### config.mk
export PLATFORM = sky130hd
export DESIGN_NAME = cl_sde_img_gen
export DESIGN_NICKNAME = d
export VERILOG_FILES = /design/src/rtl/cl_sde_img_gen.sv
export SDC_FILE = /design/constraint.sdc
export NUM_CORES = 1
export LEC_CHECK = 0
export BUFFER_PORTS_ARGS = -buffer_cell sky130_fd_sc_hd__buf_4
export CORE_AREA = 3 3 534 536
export CTS_CLUSTER_SIZE = 24
export DETAILED_ROUTE_END_ITERATION = 7
export DIE_AREA = 0 0 537 539
export GPL_ROUTABILITY_DRIVEN = 0
export HOLD_SLACK_MARGIN = 0.15
export PLACE_DENSITY_LB_ADDON = 0.08
export SLEW_MARGIN = 15
export SYNTH_ARGS = -nofsm -noshare
export SYNTH_HDL_FRONTEND = slang
export SYNTH_SLANG_ARGS = --single-unit
### constraint.sdc
create_clock -name clk -period 15.7 [get_ports clk]
set_input_delay 0.785 -clock clk [delete_from_list [all_inputs] [get_ports clk]]
set_output_delay 0.785 -clock clk [all_outputs]
set_load 0.1 [all_outputs]
### src/rtl/cl_sde_img_gen.sv
// Host-side image-stream transmitter and result collector.
// Emits NUM_IMG images of IMG_BEATS 512-bit beats, counts returned results,
// times the run and exposes everything on a small 12-bit register bus.
module cl_sde_img_gen #(
    parameter int          IMG_BEATS = 98,
    parameter logic [31:0] LFSR_INIT = 32'hACE1_0001
) (
    input  logic         clk,
    input  logic         rst_n,
    input  logic [11:0]  cfg_addr,
    input  logic         cfg_wr,
    input  logic         cfg_rd,
    input  logic [31:0]  cfg_wdata,
    output logic         cfg_ack,
    output logic [31:0]  cfg_rdata,
    output logic         ots_valid,
    output logic [511:0] ots_data,
    output logic [63:0]  ots_keep,
    output logic [63:0]  ots_user,
    output logic         ots_last,
    input  logic         ots_ready,
    input  logic         ins_valid,
    input  logic [511:0] ins_data,
    input  logic [63:0]  ins_keep,
    input  logic [63:0]  ins_user,
    input  logic         ins_last,
    output logic         ins_ready
);
    localparam logic [15:0] LAST_BEAT = 16'(IMG_BEATS - 1);
    // Right-shift Galois mask for x^32 + x^22 + x^2 + x + 1
    localparam logic [31:0] LFSR_TAPS = 32'h8020_0003;

    typedef enum logic [1:0] {IDLE, SEND, DRAIN, DONE} state_t;
    state_t state, state_nx;

    logic [1:0]  rst_ff;
    logic        rst_i;
    logic        pat, res_bp, run_pat, stop_pend;
    logic        done, aborted, res_ovf;
    logic [31:0] num_img, seed, img_sent, res_rcvd, res_nx, last_res, lfsr, lfsr_nx, rd_val;
    logic [15:0] beat_cnt;
    logic [63:0] timer;
    logic        wr_ctrl, go, stop, xfer, res_hs, busy, res_bp_nx;
    logic        set_done, set_abort;
    logic [7:0][63:0] pat_lane;
    logic        unused;

    assign unused = ^{ins_keep, ins_user, ins_last, ins_data[511:32]};

    // Reset asserts immediately, releases two clocks after rst_n rises
    always_ff @(posedge clk or negedge rst_n) begin
        if (!rst_n) rst_ff <= 2'b00;
        else        rst_ff <= {rst_ff[0], 1'b1};
    end
    assign rst_i = rst_ff[1];

    assign busy      = (state == SEND) || (state == DRAIN);
    assign wr_ctrl   = cfg_wr && (cfg_addr == 12'h000);
    assign go        = wr_ctrl && cfg_wdata[0] && !busy;
    assign stop      = wr_ctrl && cfg_wdata[1];
    assign xfer      = ots_valid && ots_ready;
    assign res_hs    = ins_valid && ins_ready;
    assign res_nx    = (res_hs && res_rcvd != 32'hFFFF_FFFF) ? res_rcvd + 32'd1 : res_rcvd;
    assign lfsr_nx   = lfsr[0] ? ((lfsr >> 1) ^ LFSR_TAPS) : (lfsr >> 1);
    assign res_bp_nx = wr_ctrl ? cfg_wdata[3] : res_bp;

    // Beat pattern: 8 lanes of 64 bits, either counter-tagged or LFSR-derived
    for (genvar k = 0; k < 8; k++) begin : g_lane
        assign pat_lane[k] = run_pat ? {lfsr, lfsr ^ {29'b0, 3'(k)}}
                                     : {img_sent, beat_cnt, 13'b0, 3'(k)};
    end

    assign ots_valid = (state == SEND);
    assign ots_last  = ots_valid && (beat_cnt == LAST_BEAT);
    assign ots_data  = ots_valid ? pat_lane : '0;
    assign ots_keep  = '1;
    assign ots_user  = '0;

    // State register
    always_ff @(posedge clk or negedge rst_i) begin
        if (!rst_i) state <= IDLE;
        else        state <= state_nx;
    end

    // Next state plus done/aborted set conditions
    always_comb begin
        state_nx  = state;
        set_done  = 1'b0;
        set_abort = 1'b0;
        case (state)
            IDLE, DONE: begin
                if (go) begin
                    if (num_img == 32'd0) begin
                        state_nx = DONE;
                        set_done = 1'b1;
                    end else begin
                        state_nx = SEND;
                    end
                end
            end
            SEND: begin
                // A presented beat always completes before a stop takes effect
                if (xfer && (stop || stop_pend)) begin
                    state_nx  = DONE;
                    set_done  = 1'b1;
                    set_abort = 1'b1;
                end else if (ots_last && xfer && (img_sent + 32'd1 == num_img)) begin
                    state_nx = DRAIN;
                end
            end
            DRAIN: begin
                if (stop) begin
                    state_nx  = DONE;
                    set_done  = 1'b1;
                    set_abort = 1'b1;
                end else if (res_nx >= num_img) begin
                    state_nx = DONE;
                    set_done = 1'b1;
                end
            end
            default: state_nx = IDLE;
        endcase
    end

    // Run datapath: counters, LFSR, timer, status bits, result capture
    always_ff @(posedge clk or negedge rst_i) begin
        if (!rst_i) begin
            pat <= 1'b0;  res_bp <= 1'b0;  run_pat <= 1'b0;  stop_pend <= 1'b0;
            done <= 1'b0; aborted <= 1'b0; res_ovf <= 1'b0;
            num_img <= '0; seed <= '0; img_sent <= '0; res_rcvd <= '0; last_res <= '0;
            beat_cnt <= '0; timer <= '0; lfsr <= LFSR_INIT; ins_ready <= 1'b0;
        end else begin
            if (wr_ctrl) begin
                pat    <= cfg_wdata[2];
                res_bp <= cfg_wdata[3];
            end
            if (cfg_wr && cfg_addr == 12'h004) num_img <= cfg_wdata;
            if (cfg_wr && cfg_addr == 12'h01C) seed    <= cfg_wdata;
            if (go) begin
                img_sent <= '0; res_rcvd <= '0; timer <= '0; beat_cnt <= '0;
                stop_pend <= 1'b0; done <= 1'b0; aborted <= 1'b0; res_ovf <= 1'b0;
                lfsr    <= (seed == 32'd0) ? LFSR_INIT : seed;
                run_pat <= cfg_wdata[2];
            end else begin
                if (xfer) begin
                    lfsr <= lfsr_nx;
                    if (ots_last) begin
                        beat_cnt <= '0;
                        img_sent <= img_sent + 32'd1;
                    end else begin
                        beat_cnt <= beat_cnt + 16'd1;
                    end
                end
                if (stop && state == SEND) stop_pend <= 1'b1;
                if (res_hs) begin
                    res_rcvd <= res_nx;
                    last_res <= ins_data[31:0];
                    if (res_rcvd >= num_img || !busy) res_ovf <= 1'b1;
                end
                if (busy) timer <= timer + 64'd1;
            end
            if (set_done)  done    <= 1'b1;
            if (set_abort) aborted <= 1'b1;
            // Backpressure mode alternates ready, restarting high on GO
            ins_ready <= res_bp_nx ? (go ? 1'b1 : ~ins_ready) : 1'b1;
        end
    end

    // Register read decode
    always_comb begin
        rd_val = 32'hDEAD_BEEF;
        case (cfg_addr)
            12'h000: rd_val = {28'b0, res_bp, pat, 2'b00};
            12'h004: rd_val = num_img;
            12'h008: rd_val = {28'b0, res_ovf, aborted, done, busy};
            12'h00C: rd_val = img_sent;
            12'h010: rd_val = res_rcvd;
            12'h014: rd_val = timer[31:0];
            12'h018: rd_val = timer[63:32];
            12'h01C: rd_val = seed;
            12'h020: rd_val = last_res;
            default: rd_val = 32'hDEAD_BEEF;
        endcase
    end

    // One-cycle acknowledge; read data only valid alongside it
    always_ff @(posedge clk or negedge rst_i) begin
        if (!rst_i) begin
            cfg_ack   <= 1'b0;
            cfg_rdata <= '0;
        end else begin
            cfg_ack   <= cfg_wr || cfg_rd;
            cfg_rdata <= cfg_rd ? rd_val : 32'd0;
        end
    end
endmodule

==> reports/qor.csv, run 1 <==
stage,metric,value,unit
run_status,status,"finished, final reports clean",
yosys,ys_ff_latch,317,
worst_setup_path,critPathKind,flip-flop to flip-flop,
worst_setup_path,cp_max_fo,7,
yosys,synth_area,23300,µm²
routing,firstDrtPassIters,5,
floorplanning,die_x,537,µm
yosys,synth_area_leaders,"dfrtp_1 33%, buf_4 19%, mux2i_1 5.2%, mux2_2 4.7%, ha_1 3.8%",
place,hpwl,113000,µm
timing,fin_crit_sh,0.296,
timing,setup_viol,0,
yosys,synthArstFlopShare,1.00,
clocking,cts_root_buffer,clkbuf_16,
clocking,clk_pin_slew,60,ps
timing,slew_violations,0,
grt,grt_max_degree,118,
layout,final_core_utilization,0.109,
yosys,ys_seq_area_frac,0.341,
clocking,cts_tree,done,
yosys,postSynthCellCount,2569,
routing,viasPerCell,2.86,
floorplanning,boundaryPins,1367,
yosys,synth_edf_count,0,
place,io_buffer_count,629,
place,dpl_cell_area,29000,µm²
worst_setup_path,cpMaxStageDelayCell,dfrtp_1,
timing,fmax,215,MHz
timing,fin_crit,4640,ps
clocking,htreeDepth,2,
worst_setup_path,cpMostUsedCell,a21o_1,
timing,maxSlewHeadroom,0.215,
floorplanning,rows,195,
timing,tightestPinTransition,1180,ps
power_and_ir_drop,power.density,91.8,nW/µm²
layout,drive_gt1_frac,0.335,
clocking,cts_buffers,46,
routing,wl_per_cell,21.9,µm
worst_setup_path,crit_path_cell_trace,"and4_1, nor4bb_1, nand4_1, and3_1, and2_1, nand2_1, xnor2_1, ha_1, a21o_1, a21o_1, a21oi_1, o31ai_1, a221oi_1, o21ai_0, and4b_1, nor3_1, o21a_1",
layout,final_area,30700,µm²
yosys,ys.flop_type,dfrtp_1,
clocking,cts.path.max_buffers,3,
timing,hold_viol,0,
grt,grt_pass1_wl,187000,µm
worst_setup_path,worst_setup_path_start_kind,flip-flop,
timing,clock_skew,37.1,ps
floorplanning,die_y,539,µm
layout,fin_nets,3505,
worst_hold_path,hp-class,flip-flop to asynchronous set/reset pin,
yosys,synthDistinctLibCells,76,
floorplanning,start_util,0.0829,
worst_setup_path,critical-path-max-stage-delay,580,ps
routing,ant_nets,0,
timing,rsz0062_at_grt,false,
grt,antenna_found_initial,23,
power_and_ir_drop,power.total,2.82,mW
layout,final_cells,6540,
yosys,ys_warn_count,0,
grt,grt_pass1_vias,19000,
timing,setup-tns-final,0,ps
clocking,cts_resized,0,
clocking,cts_num_sinks,317,
yosys,synth_top_cell_by_area,dfrtp_1,
worst_setup_path,cp_data_required_time,16210,ps
place,place_inst,6437,
floorplanning,dieArea,289000,µm²
yosys,netlist.area_leader.share,0.331,
grt,gr-total-overflow,0,
power_and_ir_drop,ir_worst_vdd,0.0648,mV
routing,wl,143000,µm
yosys,synth_area_per_cell,9.07,µm²
floorplanning,core_area,281000,µm²
clocking,clock_latency,630,ps
worst_setup_path,worst_setup_path_end_kind,flip-flop,
flow_run,maxCapViolCount,0,
grt,grt_util_all_layers,0.0949,
power_and_ir_drop,leakagePower,13.4,nW
layout,syn_to_final_growth,31.6,%
routing,vias,18700,
worst_setup_path,worstPathArrival,5150,ps
routing,drt_iter0_drc,922,
routing,drc_errors,0,
## cell usage in the layout, fill, tap and decap left out, types with 51 or more instances in the layout
cell type | Yosys | layout
buf_4 | 581 | 690
dfrtp_1 | 308 | 306
nor2_1 | 155 | 154
a21oi_1 | 141 | 141
conb_1 | 2 | 129
nand2_1 | 127 | 125
mux2i_1 | 121 | 121
o21ai_0 | 106 | 106
mux2_2 | 98 | 98
nand3_1 | 92 | 90
xnor2_1 | 75 | 75
ha_1 | 71 | 70
nand4_1 | 51 | 51
## kinds of logic after synthesis
kind of cell | Yosys count | share of synthesized area
compound gates | 404 | 0.105
other cells | 2 | 0.000322
buf+inv | 743 | 0.216
xor+xnor | 113 | 0.0425
fa+ha+maj | 71 | 0.0381
mux | 220 | 0.0998
simple gates | 699 | 0.158
flops | 317 | 0.341
## cell type report
class / instances / area [µm²]
inverter: 50 / 188
multi-input combinational: 1636 / 10900
antenna: 19 / 47.5
timing repair buffer: 692 / 5210
clock inverter: 18 / 287
fill: 32500 / 251000
clock buffer: 65 / 1350
sequential: 317 / 7950
tap: 3743 / 4680
## where the power goes
group / total [mW] / leakage, nW / switching (mW) / internal, mW
registers: 1.01 / 3.92 / 0.114 / 0.896
logic: 0.617 / 8.71 / 0.429 / 0.188
clock network: 1.19 / 0.795 / 0.474 / 0.714
total: 2.82 / 13.4 / 1.02 / 1.80
## synth_stat cells (all sizes together), types with 11 or more instances
cell type / number
a21oi: 141
nor2b: 22
o211ai: 14
a31oi: 14
o31ai: 15
xnor2: 75
nor2: 155
inv: 50
mux2i: 121
ha: 71
nand2b: 31
and3: 48
a21o: 27
nand2: 127
and4: 21
clkbuf: 75
xor2: 38
o21ai: 107
nand3: 93
mux2: 99
or3: 12
nor3: 30
and2: 50
a221oi: 11
nor4: 30
nand4: 54
buf: 618
dfrtp: 308
a21boi: 31
## final timing paths
check / startpoint / end / slack, ps / depth (start not counted)
setup reg to reg: res_rcvd[4] / state[0] / 11060 / 17
min in group clk: rst_ff[0] / rst_ff[1] / 350 / 0
hold / removal: rst_ff[1] / cfg_rdata[23] / 290 / 0
setup / recovery: res_rcvd[4] / state[0] / 11060 / 17
hold reg to reg: rst_ff[1] / cfg_rdata[23] / 290 / 0
max in group asynchronous: rst_ff[1] / beat_cnt[14] / 13590 / 2
## stage by stage
| step | setup WS [ps] | hold WS (ps) |
|---|---|---|
| after floorplan | 6230 | 331 |
| after global placement | 10840 | 335 |
| after detailed placement | 10830 | 335 |
| after CTS | 10830 | 307 |
| after global routing | 10670 | 327 |
| final | 11060 | 293 |
## sequential cells by signal (all words and copies together), names as in the netlist, 16 cells and up
register,cells
num_img,32
res_rcvd,32
lfsr,32
cfg_rdata,32
img_sent,32
beat_cnt,16
timer,64
seed,32
last_res,32
## metal layers
layer | GRT usage | up-vias | wire, µm
li1 | - | 8605 | -
met5 | 0 | - | 0
met1 | 0.139 | 9240 | 71600
met2 | 0.148 | 744 | 62300
met3 | 0.0147 | 99 | 7470
met4 | 0.0147 | 0 | 1960
## repair_timing
item | 4_1_cts | 5_1_grt
hold buffers | 1 | 0
endpoints found under the hold margin | 2 | 0
buffers inserted | 0 | 0
## worst max-delay path, delay by kind of cell (launching register included)
| kind | cells | cell delay (ps) |
|---|---|---|
| AO/OA/AOI/OAI | 7 | 1520 |
| XOR/XNOR | 1 | 150 |
| adder cells (fa/ha/maj) | 1 | 280 |
| flip-flops | 1 | 580 |
| AND/OR/NAND/NOR | 8 | 1980 |
(Power assumes the default switching activity.)
==> inputs of run 2 (changes only) <==
--- a/config.mk
+++ b/config.mk
@@ -5,11 +5,12 @@
 export SDC_FILE = /design/constraint.sdc
 export NUM_CORES = 1
 export LEC_CHECK = 0
+export ABC_AREA = 1
 export BUFFER_PORTS_ARGS = -buffer_cell sky130_fd_sc_hd__buf_4
-export CORE_AREA = 3 3 534 536
+export CORE_AREA = 3 3 527 529
 export CTS_CLUSTER_SIZE = 24
 export DETAILED_ROUTE_END_ITERATION = 7
-export DIE_AREA = 0 0 537 539
+export DIE_AREA = 0 0 530 532
 export GPL_ROUTABILITY_DRIVEN = 0
 export HOLD_SLACK_MARGIN = 0.15
 export PLACE_DENSITY_LB_ADDON = 0.08
==> constraint.sdc (replaced) <==
create_clock -name clk -period 4.5 [get_ports clk]
set_input_delay 0.225 -clock clk [delete_from_list [all_inputs] [get_ports clk]]
set_output_delay 0.225 -clock clk [all_outputs]
set_load 0.1 [all_outputs]
==> run 2 against run 1 <==
Effect of this change: routed wire length rose by 18%; sequential cell count did not move; via count rose by 24%; highest routed layer is now met5; largest cell class unchanged; count of clock-buffer cells in the layout rose by 4; register-to-register slack got worse by 11000 ps; worst setup slack got worse by 11000 ps; global-route usage rose by 2.0 points; die area fell by 2.6%; area after synthesis rose by 3.0%; final area rose by 9.0%.
==> reports/qor.csv, run 2 <==
stage,metric,value,unit,change
run_status,status,"finished, final reports clean",,
clocking,cts_root_buffer,clkbuf_16,,
clocking,clock_latency,690,ps,+60 ps
yosys,synth_area_leaders,"dfrtp_1 32%, buf_4 18%, nand2_1 10%, inv_1 5.9%, nor2_1 4.3%",,
floorplanning,die_y,532,µm,-1.3%
worst_setup_path,worst_setup_path_start_kind,flip-flop,,
layout,n_fill_cell,31700,,-2.4%
floorplanning,dieArea,282000,µm²,-2.6%
routing,wl,169000,µm,+18%
power_and_ir_drop,clkPwrFrac,0.190,,-0.232
power_and_ir_drop,power.density,670,nW/µm²,+630%
worst_setup_path,critPathKind,flip-flop to flip-flop,,
routing,viasPerCell,3.14,,+9.9%
floorplanning,rows,192,,-1.5%
layout,top_register,timer,,
yosys,synth_top_cell_by_area,dfrtp_1,,
place,io_buffer_count,629,,unchanged
yosys,ys_warn_count,0,,unchanged
layout,largest_register_ffs,64,,unchanged
worst_setup_path,worst_setup_path_end_kind,flip-flop,,
routing,firstDrtPassIters,8,,+3
clocking,cts_num_sinks,317,,unchanged
power_and_ir_drop,switching_share,0.641,,+0.280
yosys,synth_area_per_cell,7.26,µm²,-20%
timing,fin_crit_sh,0.924,,+0.628
grt,antenna_found_initial,25,,+8.7%
power_and_ir_drop,ir_worst_vdd,0.601,mV,+830%
clocking,clk_pin_slew,60,ps,about the same
power_and_ir_drop,leakagePower,15.9,nW,+18%
timing,setup_viol,0,,unchanged
place,hpwl,140000,µm,+24%
yosys,ys_ff_latch,317,,unchanged
timing,fin_crit,4160,ps,-487 ps
layout,final_area,33400,µm²,+9.0%
grt,grt_pass1_wl,220000,µm,+17%
clocking,htreeDepth,2,,unchanged
worst_setup_path,cp_data_required_time,5080,ps,"-11,130 ps"
timing,holdWs,208,ps,-85.1 ps
clocking,cts.path.max_buffers,3,,unchanged
clocking,cts_buffers,49,,+6.5%
power_and_ir_drop,power_frac_seq,0.156,,-0.203
layout,mostFrequentLayoutCell,buf_4,,
yosys,synthArstFlopShare,1.00,,unchanged
place,dpl_cell_area,30900,µm²,+6.6%
power_and_ir_drop,intPower,8.04,mW,+350%
grt,grt_pass1_vias,23300,,+23%
timing,maxSlewHeadroom,0.176,,-0.0392
timing,hold_viol,0,,unchanged
clocking,cts_tree,done,,
grt,grt_util_all_layers,0.115,,+0.0202
timing,fmax,241,MHz,+12%
yosys,synth_edf_count,0,,unchanged
yosys,synthDistinctLibCells,58,,-24%
yosys,ys.flop_type,dfrtp_1,,
worst_hold_path,hp-class,primary input to flip-flop,,
floorplanning,die_x,530,µm,-1.3%
layout,final_cell_mix,"832 x buf_4, 655 x nand2_1, 379 x inv_1",,
grt,grt_max_degree,100,,-15%
floorplanning,start_util,0.0878,,+0.00495
yosys,synth_area,24000,µm²,+3.0%
timing,slew_violations,0,,unchanged
floorplanning,core_area,273000,µm²,-2.8%
yosys,synth_most_common_cell,nand2_1,,
layout,drive_gt1_frac,0.276,,-0.0586
layout,fin_nets,4497,,+28%
yosys,postSynthCellCount,3308,,+29%
power_and_ir_drop,pwr-share-comb,0.654,,+0.435
power_and_ir_drop,p_sw,14.3,mW,+1300%
flow_run,maxCapViolCount,0,,unchanged
worst_setup_path,cp_max_fo,4,,-3
yosys,netlist.area_leader.share,0.321,,-0.00958
floorplanning,boundaryPins,1367,,unchanged
yosys,synth_commonest_cells,"660 x nand2_1, 575 x buf_4, 380 x inv_1",,
timing,clock_skew,49.2,ps,+12.1 ps
yosys,ys_seq_area_frac,0.331,,-0.00988
routing,drt_iter0_drc,1515,,+64%
worst_setup_path,rrSetupSlack,340,ps,"-10,710 ps"
layout,syn_to_final_growth,39.3,%,
routing,ant_nets,0,,unchanged
grt,gr-total-overflow,0,,unchanged
routing,vias,23200,,+24%
timing,tightestPinTransition,1240,ps,+58.9 ps
routing,wl_per_cell,22.9,µm,+4.7%
worst_setup_path,worstPathArrival,4730,ps,-420 ps
routing,drc_errors,0,,unchanged
run 2: through the flow:
step	total power, mW	TNS [ps]	worst slack (ps)	cells	utilization
4_1_cts	22.8	0	103	7362	0.122
5_1_grt	23.2	-1.84	-1.84	7367	0.122
6_report	22.4	0	344	7377	0.122
2_1_floorplan	15.8	-5020	-71.6	3435	-
3_3_place_gp	18.4	-215	-108	7201	0.113
3_5_place_dp	18.3	-64.9	-32.6	7201	0.113
run 2: power groups by stage:
stage                     combinational (mW)  clock [mW]  sequential (mW)
final                                   14.6        4.26             3.48
after global routing                    15.1        4.57             3.53
after CTS                               14.8        4.48             3.49
after detailed placement                14.8           0             3.54
after global placement                  14.9           0             3.55
after floorplan                         12.2           0             3.55
run 2: kinds of logic (layout without fill, tap and decap cells):
group	Yosys count	in the layout	share of synthesized area
AND/OR/NAND/NOR	1278	1278	0.230
buffers and inverters	1054	1395	0.256
AO/OA/AOI/OAI	540	540	0.128
flip-flops	317	317	0.331
adder cells (fa/ha/maj)	71	71	0.0370
XOR/XNOR	40	40	0.0152
multiplexers	6	6	0.00250
other	2	141	0.000313
run 2: path summary, 6_finish.rpt:
path                           endpoint         start  depth (start not counted)
setup / recovery               state[1]   res_rcvd[0]                         26
hold / removal                  seed[3]  cfg_wdata[3]                          3
setup reg to reg               state[1]   res_rcvd[0]                         26
hold reg to reg               rst_ff[1]     rst_ff[0]                          0
max in group asynchronous   beat_cnt[2]     rst_ff[1]                          1
min in group asynchronous  cfg_rdata[9]     rst_ff[1]                          0
run 2: what timing repair did:
item,4_1_cts,5_1_grt
pin swaps,0,5
hold buffers,69,0
setup endpoints to repair,2,3
buffers inserted,0,3
endpoints found under the hold margin,117,0
resized for setup,1,11
run 2: area by class of cell:
class                   count  area [µm²]  area share
diodes                     12        30.0    0.000898
clock buffers              69        1420      0.0425
clock inverters            23         323     0.00966
inverters                 394        1480      0.0444
multi-input cells        2064       10600       0.318
flip-flops and latches    317        7950       0.238
well taps                3589        4490       0.134
repair buffers            909        7100       0.212
run 2: metal layers:
layer | vias up | global-route usage | wire (µm)
li1 | 11000 | - | -
met1 | 11300 | 0.150 | 75800
met2 | 814 | 0.199 | 81500
met3 | 119 | 0.0127 | 7200
met4 | 2 | 0.0310 | 4720
met5 | - | 0 | 17
run 2: critical path, stage by stage (launching register included):
cell and delay, ps:
dfrtp_1 360, ha_1 150, inv_1 70, nor3_4 270, nand2_2 110, nor2_1 110, buf_4 130, nand4_1 120
nand2_4 160, inv_2 100, nand2_2 110, inv_1 80, nand4_1 210, xor2_1 370, inv_1 100, ha_1 280
nand2_1 80, nor4_1 280, buf_4 180, nand4_1 70, buf_4 150, nand4_1 180, o21bai_1 120, inv_1 100
nand2_1 80, nand2_1 60, nand2_1 40
